==> src/rtl/proc_mem_ctrl.sv <==
// Program/data memory and fetch sequencer feeding a simple multi-cycle processor.
// Define HALT_DETECT_EN to make opcode 4'b1111 stop execution in a HALT state.
module proc_mem_ctrl #(
    parameter int unsigned ADDR_W = 7
) (
    input  logic              Clock,
    input  logic              Reset,
    input  logic              Start,
    input  logic              prog_we,
    input  logic [ADDR_W-1:0] prog_addr,
    input  logic [15:0]       prog_data,
    input  logic [15:0]       addr,
    input  logic [15:0]       BusWires,
    input  logic              store,
    input  logic              Done,
    output logic [15:0]       DIN,
    output logic [15:0]       mem,
    output logic              Run,
    output logic              Halted,
    output logic [ADDR_W-1:0] pc
);

    localparam int unsigned Depth = 2 ** ADDR_W;
    localparam logic [ADDR_W-1:0] PcOne = 1;
    localparam logic [3:0] OpMvi = 4'b0001;

    typedef enum logic [1:0] {StIdle, StIssue, StExec, StHalt} state_e;

    state_e            state_q;
    logic [ADDR_W-1:0] pc_q;
    logic [3:0]        opcode_q;
    logic [15:0]       mem_q;
    logic [15:0]       ram [Depth];

    logic [15:0] ram_pc;
    logic        active;
    logic        halt_hit;
    logic        addr_ok;

    assign ram_pc  = ram[pc_q];
    assign active  = (state_q == StIssue) || (state_q == StExec);
    // Upper address bits must be clear; out-of-range stores never alias.
    assign addr_ok = (addr >> ADDR_W) == 16'd0;

`ifdef HALT_DETECT_EN
    assign halt_hit = (state_q == StIssue) && (ram_pc[3:0] == 4'b1111);
    assign Halted   = (state_q == StHalt);
`else
    assign halt_hit = 1'b0;
    assign Halted   = 1'b0;
`endif

    assign Run = active && !halt_hit;
    assign DIN = active ? ram_pc : 16'h0000;
    assign pc  = pc_q;
    assign mem = mem_q;

    always_ff @(posedge Clock) begin
        if (Reset) begin
            state_q  <= StIdle;
            pc_q     <= '0;
            opcode_q <= '0;
        end else begin
            unique case (state_q)
                StIdle: begin
                    if (Start) begin
                        state_q <= StIssue;
                        pc_q    <= '0;
                    end
                end
                StIssue: begin
                    if (halt_hit) begin
                        state_q <= StHalt;
                    end else begin
                        opcode_q <= ram_pc[3:0];
                        pc_q     <= pc_q + PcOne;
                        state_q  <= StExec;
                    end
                end
                StExec: begin
                    if (Done) begin
                        if (opcode_q == OpMvi) begin
                            pc_q <= pc_q + PcOne;
                        end
                        state_q <= StIssue;
                    end
                end
                StHalt: begin
                    state_q <= StHalt;
                end
                default: state_q <= StIdle;
            endcase
        end
    end

    always_ff @(posedge Clock) begin
        if (Reset) begin
            mem_q <= 16'h0000;
        end else begin
            mem_q <= ram[addr[ADDR_W-1:0]];
        end
    end

    // No reset on the array: the loaded program must survive Reset.
    always_ff @(posedge Clock) begin
        if (!Reset) begin
            if ((state_q == StIdle) && prog_we) begin
                ram[prog_addr] <= prog_data;
            end else if (active && store && addr_ok) begin
                ram[addr[ADDR_W-1:0]] <= BusWires;
            end
        end
    end

endmodule

==> config.mk <==
export PLATFORM = sky130hd
export DESIGN_NAME = proc_mem_ctrl
export DESIGN_NICKNAME = d
export VERILOG_FILES = /design/src/rtl/proc_mem_ctrl.sv
export SDC_FILE = /design/constraint.sdc
export NUM_CORES = 2
export LEC_CHECK = 0
export CAP_MARGIN = 20
export CORE_MARGIN = 4
export CORE_UTILIZATION = 60
export CTS_BUF_LIST = sky130_fd_sc_hd__clkbuf_2 sky130_fd_sc_hd__clkbuf_4 sky130_fd_sc_hd__clkbuf_8
export DETAILED_ROUTE_END_ITERATION = 10
export PLACE_DENSITY = 0.77
export SYNTH_ARGS = -nofsm -noshare
export SYNTH_HDL_FRONTEND = slang
export SYNTH_SLANG_ARGS = --single-unit
==> constraint.sdc <==
create_clock -name Clock -period 6.3 [get_ports Clock]
set_input_delay 1.575 -clock Clock [delete_from_list [all_inputs] [get_ports Clock]]
set_output_delay 1.575 -clock Clock [all_outputs]
set_load 0.05 [all_outputs]
Word-level counts from Yosys, hierarchy flattened. Memories as Yosys holds them, arrays and structs flattened. A register that Yosys moved wholly into a read port is not among the register bits. Cells that the tools add are included.

Muxes and demuxes: 20. Equality and inequality tests: 7. Add/sub/neg operators: 1. Reductions and logical operators: 10.

Operators by type and width (count): $mux 7 (6); $mux 16 (2); $pmux 7 s3 (1); $logic_not 16->1 (1); $reduce_or 16->1 (1); $mux 1 (8); $pmux 2 s4 (1); $add 7x1->7 const B (1); $eq 2x2->1 const B (2); $eq 4x1->1 const B (1); $mux 2 (2); $ne 2x2->1 const B (2); $reduce_and 4->1 (1); $logic_and 1x1->1 (3); $reduce_bool 3->1 (1); $eq 2x1->1 const B (1); $logic_not 2->1 (1); $ne 2x1->1 const B (1); $reduce_and 2->1 (1); $logic_or 1x1->1 (1).

Output and inout port bits: 41. Bits in writable memories: 2048. Flip-flop bits (word level): 13. Logic and storage cells: 42. Input bits: 61. Memories: 1.

Memory list: ram (depth 128, width 16, read ports 2, clocked after Yosys merged registers in 2, wr ports 1, line 33) `logic [15:0] ram [Depth];`.

Depth between registers and ports, before layout.
Word-level depth: 10. Depth in mapped cells: 11. Depth with buffers taken out: 8.

Least setup slack after synthesis. OpenSTA, ideal clock, no wires.

Kind: input -> register. Start: input port addr[8]. End: memory ram[0][10] (data pin). Cell stages on the path: 7. Arrival: 4421 ps. Library setup time: 511 ps. Setup slack: 1368 ps. Data required time: 5789 ps. Buffers on the path: 3. Cells stage by stage: nor4b_1 > and4_1 > clkbuf_1 > buf_2 > buf_1 > nand2_1 > nand2_1.

Word-level cells in the longest chain between the ends: 8.

Ends and longest elaborated chain: from (decl) (line 12) `input logic [15:0] addr,`; $logic_not 16->1 (line 43) `assign addr_ok = (addr >> ADDR_W) == 16'd0;`; $logic_and 1x1->1 (line 109) `end else if (active && store && addr_ok) begin`; $mux 1 (line 109); $mux 1 (line 107) `if ((state_q == StIdle) && prog_we) begin`; $mux 1 (line 106) `if (!Reset) begin`; $mux 1 (not written as such) (line 110) `ram[addr[ADDR_W-1:0]] <= BusWires;`; $reduce_or 16->1 (no line); $mux 16 (no line); to (decl) (line 33).

Every way passes these cells.

==> results.py <==
metrics = {
    "sta": {
        "relSlewSlack": 0.1336,
        "setup_ws_ps": -40.30,
        "timing.final.crit_share": 1.006,
        "slew_violations": 0,
        "fin_crit_ps": 6340,
        "skew_ps": 87.30,
        "holdWs_ps": 518.7,
        "worst_pin_slew_ps": 1288,
        "hold_viol": 0,
        "rsz0062_at_grt": "no",
        "fin_setup_tns_ps": -53.99,
        "setup_viol": 3,
        "timing.fmax_mhz": 157.7,
    },
    "status": {
        "failed_checks": "setup timing",
        "status": "complete, but fails checks",
    },
    "drt": {
        "viasPerCell": 7.802,
        "m1WireLength_um": 96060,
        "drt_iter0_markers": 11040,
        "dr.max_layer_used": "met5",
        "dr.pass1.iters": 9,
        "wirelength_um": 302700,
        "vias": 59190,
        "drc_errors": 0,
        "wl_per_cell_um": 39.89,
        "met2_length_um": 135300,
        "route.met3.wl_um": 47960,
        "ant_nets": 0,
    },
    "power_and_ir_drop": {
        "p_clk_frac": 0.344,
        "switchingPower_mw": 9.386,
        "p_leak_nw": 33.32,
        "cellPowerDensity_nw_per_um2": 319.0,
        "p_int_mw": 25.01,
        "combPwrFrac": 0.210,
        "peakVddDrop_v": 0.0003687,
        "swShare": 0.2729,
        "p_seq_frac": 0.446,
    },
    "cells_and_area": {
        "nFillCells": 9773,
        "layout_commonest_cell": "edfxtp_1",
        "syn2layout_area_growth_pct": 12.98,
        "final_cells": 7587,
        "regArea_um2": 62240,
        "final_cell_mix": "2048 x edfxtp_1, 967 x mux4_2, 457 x a22oi_1, 364 x clkbuf_8, 355 x buf_4",
        "nNetsFinal": 5319,
        "fin_area_um2": 107800,
        "drive_above_1_share": 0.3653,
        "multiInputGateArea_um2": 31390,
    },
    "global_routing": {
        "antenna_found_initial": 11,
        "grt_pass1_wl_um": 425000,
        "grt_max_degree": 81,
        "overflow": 0,
        "grt_util_all_layers": 0.3688,
        "grt_pass1_vias": 57950,
    },
    "logic_synthesis": {
        "synth_seq_cells": 2084,
        "synth-seq-area-share": 0.6520,
        "synthCells": 4783,
        "synthArstFlopShare": 0,
        "ys.flop_type": "edfxtp_1",
        "synth-edff-count": 2048,
        "synth_fp_nets": 4850,
        "synth_area_leaders": "edfxtp_1 64%, mux4_2 23%, a22oi_1 3.6%",
        "yosysTopAreaCell": "edfxtp_1",
        "yosysTopAreaCellShare": 0.6444,
        "syn_avg_cell_area_um2": 19.95,
        "ys_warn_count": 0,
        "synth_cell_types": 74,
        "netlist_area_um2": 95430,
    },
    "setup_path": {
        "r2r_cells": 9,
        "rrSetupSlack_ps": 1940,
        "crit_top_cell": "buf_4",
        "critPathLaunchType": "flop",
        "critPathRequiredTime_ps": 4720,
        "crit_slowest_cell": "a21oi_1",
        "cp_slowest_stage_delay_ps": 760,
        "path_class": "flop to output port",
        "reg2reg_from": "state_q[0]",
        "arrival_ps": 4770,
        "crit_fanout": 13,
        "reg2reg_to": "ram[22][11]",
        "path_cells": "nor2b_4 > buf_4 > a22oi_1 > a21oi_1 > nor4_2 > buf_4 > o22ai_1 > buf_4",
        "end_kind": "output port",
        "crit_end": "DIN[9]",
    },
    "clocking": {
        "cts_buffers": 351,
        "ctsHtreeMaxLevel": 5,
        "cts_hold_buf": 0,
        "path_clk_slew_ps": 60,
        "clockRootBuffer": "clkbuf_8",
        "clockBufferDepth": 4,
        "clock-sinks": 2084,
        "insertion_delay_ps": 1060,
        "cts_tree": "done",
    },
    "placement": {
        "post-place-ws_ps": 351.5,
        "place_area_um2": 100800,
        "post-dp-hpwl_um": 196200,
        "gp_congestion": 1.044,
        "dp.cells": 6957,
        "io_buffers": 100,
    },
    "hold_path": {
        "min_path_type": "flop to flop",
    },
    "floorplanning": {
        "dieArea_um2": 165500,
        "core_um2": 158200,
        "start_util": 0.6032,
        "io_pins": 102,
        "die_w_um": 406.8,
        "die_h_um": 406.8,
        "row_count": 146,
    },
    "job": {
        "maxCapViolations": 0,
    },
}
[state kept, by name, indices dropped and copies added (netlist names), named ones only]
register,cells
ram,2048
mem,16
pc,7
opcode_q,4
state_q,2
[cell families (layout without fill, tap and decap cells)]
group / Yosys count / count (layout) / synth area share
AND/OR/NAND/NOR: 440 / 441 / 0.02176
XOR/XNOR: 4 / 4 / 0.0003672
buffers and inverters: 404 / 1123 / 0.02305
multiplexers: 1056 / 1056 / 0.2465
other: 1 / 13 / 0.00003930
flip-flops: 2084 / 2084 / 0.6520
adder cells (fa/ha/maj): 6 / 6 / 0.0007867
AO/OA/AOI/OAI: 788 / 788 / 0.05551
[synthesized netlist by cell type (36+ instances only)]
cell type,number
mux4_1,50
buf_1,37
mux4_2,967
a22oi_1,457
nand2_1,117
clkbuf_1,163
nor4_1,60
buf_2,122
a21oi_1,235
o22ai_1,38
edfxtp_1,2048
dfxtp_1,36
nor2_1,159
[worst min-delay path by stage]
stage | from | endpoint | depth (start not counted)
3_3_place_gp | opcode_q[0] | opcode_q[0] | 2
2_1_floorplan | opcode_q[2] | opcode_q[2] | 2
6_report | opcode_q[2] | opcode_q[2] | 2
5_1_grt | opcode_q[2] | opcode_q[2] | 2
3_5_place_dp | opcode_q[2] | opcode_q[2] | 2
4_1_cts | opcode_q[0] | opcode_q[0] | 2
[power groups by stage]
stage                     Combinational, mW  Clock, mW  Sequential (mW)
after CTS                              7.08       11.9             15.3
after floorplan                        5.08          0             15.7
after global routing                   7.48       12.6             15.3
final                                  7.23       11.8             15.3
after global placement                 6.73          0             15.7
after detailed placement               6.82          0             15.7
[routing by layer]
metal  GRT usage  up-vias
met5    0.008326        -
met2      0.5374     5859
li1            -    21990
met4      0.2215       16
met1      0.4774    30150
met3      0.1393     1175
[worst max-delay path: cells and delay by family (launching register included)]
| family | cells | cell delay [ps] |
|---|---|---|
| and+or+nand+nor | 2 | 940 |
| AOI/OAI and AO/OA | 3 | 1290 |
| DFF | 1 | 640 |
| buffers and inverters | 3 | 890 |
[metrics by stage]
step	util	power [mW]
floorplan	-	20.75
global placement	0.6370	22.46
detailed placement	0.6374	22.54
CTS	0.6811	34.28
global route	0.6814	35.37
finish	0.6815	34.39
[layout make-up]
cell class              count  area share
diodes                     12   0.0002785
clock buffers             452     0.05260
clock inverters           152    0.009493
inverters                   8   0.0002785
multi-input cells        2296      0.2912
flip-flops and latches   2084      0.5773
well taps                2072     0.02405
repair buffers            511     0.04487
[what timing repair did]
item | in CTS | in global routing
gates resized for setup | 7 | 4
pin swaps | 0 | 1
setup endpoints to repair | 9 | 4
cloned | 1 | 0
buffers inserted | 11 | 0
Power figures use the tool's default switching activity.
